[config.mk]
export PLATFORM = sky130hd
export DESIGN_NAME = float_subtractor
export DESIGN_NICKNAME = d
export VERILOG_FILES = /design/src/rtl/fp32_pkg.sv /design/src/rtl/fp32_lzc.sv /design/src/rtl/float_subtractor.sv
export SDC_FILE = /design/constraint.sdc
export NUM_CORES = 1
export LEC_CHECK = 0
export ABC_AREA = 1
export CAP_MARGIN = 20
export CORE_ASPECT_RATIO = 2
export CORE_MARGIN = 8
export CORE_UTILIZATION = 65
export CTS_CLUSTER_DIAMETER = 60
export DETAILED_ROUTE_END_ITERATION = 10
export PLACE_DENSITY = 0.87
export RECOVER_POWER = 100
export SLEW_MARGIN = 10
export SYNTH_ARGS = -nofsm -noshare
export SYNTH_HDL_FRONTEND = slang
export SYNTH_SLANG_ARGS = --single-unit
[constraint.sdc]
create_clock -name clk -period 10 [get_ports clk]
set_input_delay 3 -clock clk [delete_from_list [all_inputs] [get_ports clk]]
set_output_delay 3 -clock clk [all_outputs]
set_load 0.05 [all_outputs]
[src/rtl/fp32_pkg.sv]
// fp32_pkg: shared IEEE-754 single-precision definitions.
// Provides the field widths, the signed-zero and infinity encodings, the
// unpacked-operand struct, and the unpack and alignment helpers. The
// pipelined subtractor uses this package, and the adder is meant to use it too.
package fp32_pkg;

  localparam int unsigned EXP_W = 8;
  localparam int unsigned MAN_W = 23;
  localparam int unsigned BIAS  = 127;

  localparam logic [31:0] FP32_PZERO = 32'h0000_0000;
  localparam logic [31:0] FP32_PINF  = 32'h7F80_0000;
  localparam logic [31:0] FP32_NINF  = 32'hFF80_0000;

  // Any biased exponent at or above this value saturates to infinity.
  localparam logic signed [9:0] EXP_SAT = 10'(2 * BIAS + 1);

  typedef struct packed {
    logic             sign;
    logic [EXP_W-1:0] exp;
    logic [MAN_W:0]   mant24;
  } fp32_unp_t;

  // Exponent 0 reads as zero, so denormals are flushed and the hidden bit is dropped.
  function automatic fp32_unp_t fp32_unpack(input logic [31:0] v);
    fp32_unp_t u;
    u.sign   = v[31];
    u.exp    = v[30:23];
    u.mant24 = (v[30:23] == 8'd0) ? 24'd0 : {1'b1, v[22:0]};
    return u;
  endfunction

  // Bits shifted out are dropped. A shift of 24 or more leaves nothing.
  function automatic logic [23:0] fp32_align(input logic [23:0] mant,
                                             input logic [7:0]  diff);
    return (diff >= 8'd24) ? 24'd0 : (mant >> diff);
  endfunction

endpackage

[src/rtl/fp32_lzc.sv]
// fp32_lzc: 24-bit leading-zero counter.
// Ports:
//   i_val [23:0] : value to scan
//   o_cnt [4:0]  : number of leading zeros; 24 when i_val is all zeros
module fp32_lzc (
  input  logic [23:0] i_val,
  output logic [4:0]  o_cnt
);

  // Scan from LSB upward so the highest set bit writes the count last.
  always_comb begin
    o_cnt = 5'd24;
    for (int i = 0; i < 24; i++) begin
      if (i_val[i]) begin
        o_cnt = 5'(23 - i);
      end else begin
        o_cnt = o_cnt;
      end
    end
  end

endmodule

[src/rtl/float_subtractor.sv]
// float_subtractor: pipelined IEEE-754 single-precision x - y, truncating.
// The design has four register ranks: align, add/sub, normalize, and output.
// A result appears 3 cycles after the accept edge.
// Ports:
//   clk, rst            : clock and synchronous active-high reset
//   x, y                : minuend and subtrahend
//   valid_inx/valid_iny : operand valids; a pair is accepted only when both are high
//   in_ready            : pipeline can take a pair this cycle
//   data_out, valid_out : registered result and its valid bit
//   out_ready           : consumer takes data_out this cycle
module float_subtractor
  import fp32_pkg::*;
(
  input  logic        clk,
  input  logic        rst,
  input  logic [31:0] x,
  input  logic [31:0] y,
  input  logic        valid_inx,
  input  logic        valid_iny,
  output logic        in_ready,
  output logic [31:0] data_out,
  output logic        valid_out,
  input  logic        out_ready
);

  logic        w_advance, w_accept;
  fp32_unp_t   w_ux, w_uy;
  logic [7:0]  w_ebig;
  logic [23:0] w_ma, w_mb;
  logic [24:0] w_m;
  logic        w_sign;
  logic [4:0]  w_lz;
  logic signed [9:0] w_exp;
  logic [22:0] w_mant;
  logic [31:0] w_res;

  logic        r_s1_valid, r_s1_sx, r_s1_sy;
  logic [7:0]  r_s1_ebig;
  logic [23:0] r_s1_ma, r_s1_mb;
  logic        r_s2_valid, r_s2_sign;
  logic [7:0]  r_s2_ebig;
  logic [24:0] r_s2_m;
  logic        r_s3_valid;
  logic [31:0] r_s3_res;
  logic        r_valid_out;
  logic [31:0] r_data_out;

  // The whole pipeline moves together. It stalls only when the output holds a result nobody takes.
  assign w_advance = !r_valid_out || out_ready;
  assign w_accept  = valid_inx && valid_iny && w_advance;
  assign in_ready  = w_advance;
  assign valid_out = r_valid_out;
  assign data_out  = r_data_out;

  // Align: subtraction is addition with y's sign inverted; shift the smaller mantissa.
  always_comb begin
    w_ux      = fp32_unpack(x);
    w_uy      = fp32_unpack(y);
    w_uy.sign = ~y[31];
    if (w_ux.exp >= w_uy.exp) begin
      w_ebig = w_ux.exp;
      w_ma   = w_ux.mant24;
      w_mb   = fp32_align(w_uy.mant24, w_ux.exp - w_uy.exp);
    end else begin
      w_ebig = w_uy.exp;
      w_ma   = fp32_align(w_ux.mant24, w_uy.exp - w_ux.exp);
      w_mb   = w_uy.mant24;
    end
  end

  // Add/sub: the mantissas are already aligned, so comparing them directly compares magnitudes.
  always_comb begin
    if (r_s1_sx == r_s1_sy) begin
      w_m    = {1'b0, r_s1_ma} + {1'b0, r_s1_mb};
      w_sign = r_s1_sx;
    end else if (r_s1_ma > r_s1_mb) begin
      w_m    = {1'b0, r_s1_ma - r_s1_mb};
      w_sign = r_s1_sx;
    end else if (r_s1_mb > r_s1_ma) begin
      w_m    = {1'b0, r_s1_mb - r_s1_ma};
      w_sign = r_s1_sy;
    end else begin
      w_m    = 25'd0;
      w_sign = 1'b0;
    end
  end

  fp32_lzc u_lzc (
    .i_val (r_s2_m[23:0]),
    .o_cnt (w_lz)
  );

  // Normalize: compute the exponent in 10-bit signed so underflow and overflow stay visible.
  always_comb begin
    if (r_s2_m[24]) begin
      w_exp  = $signed({2'b00, r_s2_ebig}) + 10'sd1;
      w_mant = r_s2_m[23:1];
    end else begin
      w_exp  = $signed({2'b00, r_s2_ebig}) - $signed({5'b00000, w_lz});
      // The leading one shifts out past bit 22, so only the fraction remains.
      w_mant = 23'(r_s2_m[22:0] << w_lz);
    end
    if (r_s2_m == 25'd0) begin
      w_res = FP32_PZERO;
    end else if (w_exp <= 10'sd0) begin
      w_res = {r_s2_sign, 31'd0};
    end else if (w_exp >= EXP_SAT) begin
      w_res = r_s2_sign ? FP32_NINF : FP32_PINF;
    end else begin
      w_res = {r_s2_sign, w_exp[7:0], w_mant};
    end
  end

  // Pipeline registers: clear on reset; every rank holds while stalled.
  always_ff @(posedge clk) begin
    if (rst) begin
      r_s1_valid  <= 1'b0;
      r_s1_sx     <= 1'b0;
      r_s1_sy     <= 1'b0;
      r_s1_ebig   <= 8'd0;
      r_s1_ma     <= 24'd0;
      r_s1_mb     <= 24'd0;
      r_s2_valid  <= 1'b0;
      r_s2_sign   <= 1'b0;
      r_s2_ebig   <= 8'd0;
      r_s2_m      <= 25'd0;
      r_s3_valid  <= 1'b0;
      r_s3_res    <= 32'd0;
      r_valid_out <= 1'b0;
      r_data_out  <= 32'd0;
    end else if (w_advance) begin
      r_s1_valid  <= w_accept;
      r_s1_sx     <= w_ux.sign;
      r_s1_sy     <= w_uy.sign;
      r_s1_ebig   <= w_ebig;
      r_s1_ma     <= w_ma;
      r_s1_mb     <= w_mb;
      r_s2_valid  <= r_s1_valid;
      r_s2_sign   <= w_sign;
      r_s2_ebig   <= r_s1_ebig;
      r_s2_m      <= w_m;
      r_s3_valid  <= r_s2_valid;
      r_s3_res    <= w_res;
      r_valid_out <= r_s3_valid;
      // A bubble leaves the last result visible rather than exposing stage garbage.
      if (r_s3_valid) begin
        r_data_out <= r_s3_res;
      end else begin
        r_data_out <= r_data_out;
      end
    end
  end

endmodule

==> results.cfg <==
[finish]
drive_above_1_share_pct = 4.542
antenna_cells = 0
fin_nets = 2512
area.growth.synth_to_final_pct = 9.781

[detailed_routing]
wl_per_cell_um = 18.71
drcViolationCount = 0
firstDrtPassIters = 6
avgViaCountPerCell = 6.295
wl_um = 49330
postRouteAntennaNets = 0
drt_iter0_markers = 1957
vias = 16590

[global_routing]
track_usage_pct = 35.00
antenna_found_initial = 0
grt_first_pass_wirelength_um = 78860
grt_pass1_vias = 15680
grt_max_degree = 87
globalRoute.totalOverflow = 0

[clock_network]
cts_num_sinks = 160
clockBufferDepth = 2
h-tree-depth = 4
clock_latency_ns = 0.45
postCtsSetupBuffers = 0
cts_resized = 0
path_clk_slew_ns = 0.07
postCtsHoldBufs = 0
cts_tree = yes
cts-root-buf = clkbuf_16
cts_made_buffers = 17

[timing]
rsz0062_at_grt = false
setup_slack_ns = 1.831
fin_crit_ns = 8.169
maxSlewHeadroom_pct = -105.8
fin_crit_sh_pct = 81.69
worstMarginPinSlew_ns = 3.086
hold_viol_final = 0
finalSetupViolations = 0
finalClockSkew_ns = 0.01187
tns_ns = 0
max_freq_mhz = 122.4
drv_slew = 162

[yosys]
synth-edff-count = 0
synth_async_sr_flop_share_pct = 0
ys_seq_elements = 160
synth_fp_nets = 2519
synthCells = 2350
syn_area_um2 = 14690
syn_avg_cell_area_um2 = 6.249
synth-warning-count = 0
synthFlopType = dfxtp_1
ys_types = 59
ys_seq_area_share_pct = 21.81

[placement]
gp_congestion = 0.9993
pre_cts_slack_ns = 1.952
dpl.hpwl_um = 37080
io_buffers = 102

[floorplanning]
fp.dieArea_um2 = 27950
start_util_pct = 65.42
fp.dieH_um = 228.6
core_area_um2 = 22450
io_pins = 103
core.rowCount = 78
die_width_um = 122.3

[worst_setup_path]
crit_buf_inv = 4
crit_path_start = out_ready
cp_max_fo = 64
rr_startpoint = r_s2_m[1]
critPathTopFamily = buffers and inverters
path_class = input port to output pin
worst-endpoint-required_ns = 7.00
arrival_ns = 5.17
path_cells = dlygate4sd3_1, nor2_1, clkinv_1, buf_4, dlygate4sd3_1
end_kind = output pin
cpMaxStageDelayCell = dlygate4sd3_1
worstSetupStartpointType = input port
crit_top_cell = dlygate4sd3_1
max_stage_delay_ns = 0.97

[power_and_ir_drop]
fin_total_pwr_uw = 3397
ir_worst_vdd_mv = 0.2177
power_per_cell_area_nw_per_um2 = 210.7
cellLeakagePower_uw = 0.007431

[status]
failed_checks = max-capacitance violations, max-slew violations
status = complete, but fails checks

[min_path]
holdCritPathClass = flip-flop to flip-flop
worstHoldStart = r_s3_res[9]

[flow_run]
maxCapViolCount = 2
registers in the layout (all words and copies together), names as in the netlist:
signal and flops:
data_out 32, r_s1_ebig 8, r_s1_ma 24, r_s1_mb 24
r_s1_sx 1, r_s1_sy 1, r_s1_valid 1, r_s2_ebig 8
r_s2_m 25, r_s2_sign 1, r_s2_valid 1, r_s3_res 32
r_s3_valid 1, valid_out 1
final timing paths:
check             slack, ns     endpoint  cells past startpoint
hold reg to reg        0.47  r_s3_res[9]                      2
setup reg to reg       3.49  r_s3_res[2]                     30
setup / recovery       1.83     in_ready                      5
hold / removal         0.47  r_s3_res[9]                      2
routing by layer:
metal / share of wire, % / track usage [%] / vias up
met4: 6.5 / 22.54 / 0
met1: 39 / 41.20 / 7564
met5: 0 / 0 / -
met2: 48 / 57.58 / 807
met3: 6.7 / 4.899 / 204
li1: - / - / 8019
through the flow:
stage,utilization [%],hold slack [ns],cells,instance area (um^2)
floorplan,-,0.4410,2350,14690
global placement,69.28,0.4554,2603,15550
detailed placement,69.28,0.4555,2603,15550
CTS,71.86,0.4666,2635,16130
global route,71.82,0.4793,2636,16120
finish,71.82,0.4656,2636,16120
logic make-up after synthesis:
| group | after synthesis | synth area share, % |
|---|---|---|
| xor+xnor | 42 | 2.505 |
| simple gates | 879 | 25.01 |
| compound gates | 734 | 29.79 |
| buf+inv | 431 | 11.78 |
| flops | 160 | 21.81 |
| mux | 4 | 0.2727 |
| fa+ha+maj | 100 | 8.827 |
layout by cell type, fill, tap and decap left out, types with 26 or more instances in the layout:
cell / Yosys / final
a21oi_1: 263 / 263
a221oi_1: 50 / 51
a31oi_1: 52 / 52
clkdlybuf4s50_1: 0 / 65
dfxtp_1: 160 / 160
dlygate4sd3_1: 0 / 36
ha_1: 94 / 94
inv_1: 266 / 265
nand2_1: 437 / 438
nand3_1: 176 / 176
nor2_1: 199 / 200
nor3_1: 26 / 26
o211ai_1: 37 / 37
o21ai_0: 211 / 219
o221ai_1: 27 / 27
xor2_1: 36 / 36
power by group:
group          total, uW  internal (uW)  switching [uW]
combinational       1940            607            1330
sequential           806            733            73.7
clock                654            339             315
total               3400           1680            1720
worst reg2reg max path, delay by kind of cell, from the launching register on:
family	cells	cell delay, ns
compound gates	8	1.82
buf+inv	3	1.08
xor+xnor	1	0.21
flops	1	0.47
simple gates	17	2.38
fa+ha+maj	1	0.38
Yosys cell counts (all sizes together) (7+ instances only):
| cell | count | area (um^2) |
|---|---|---|
| a211oi | 10 | 75.07 |
| o211ai | 38 | 290.3 |
| o22ai | 7 | 43.79 |
| inv | 274 | 1028 |
| nor2 | 205 | 784.5 |
| nand4 | 13 | 81.33 |
| dfxtp | 160 | 3203 |
| clkinv | 7 | 28.78 |
| clkbuf | 101 | 381.6 |
| o21ai | 245 | 1245 |
| ha | 94 | 1176 |
| o221ai | 27 | 236.5 |
| nor4 | 11 | 75.07 |
| nor3 | 27 | 140.1 |
| xor2 | 36 | 315.3 |
| nand2 | 444 | 1684 |
| nand3 | 178 | 900.9 |
| a221oi | 51 | 452.9 |
| buf | 49 | 291.5 |
| a31oi | 53 | 346.6 |
| a21oi | 273 | 1404 |
cell type report:
class	instances	area (um^2)
Sequential cell	160	3203
Fill cell	2043	6325
Inverter	281	1057
Clock buffer	18	439.2
Timing Repair Buffer	124	1184
Tap cell	280	350.3
Multi-Input combinational cell	1759	9748
Clock inverter	14	140.1
(Power assumes the default switching activity.)
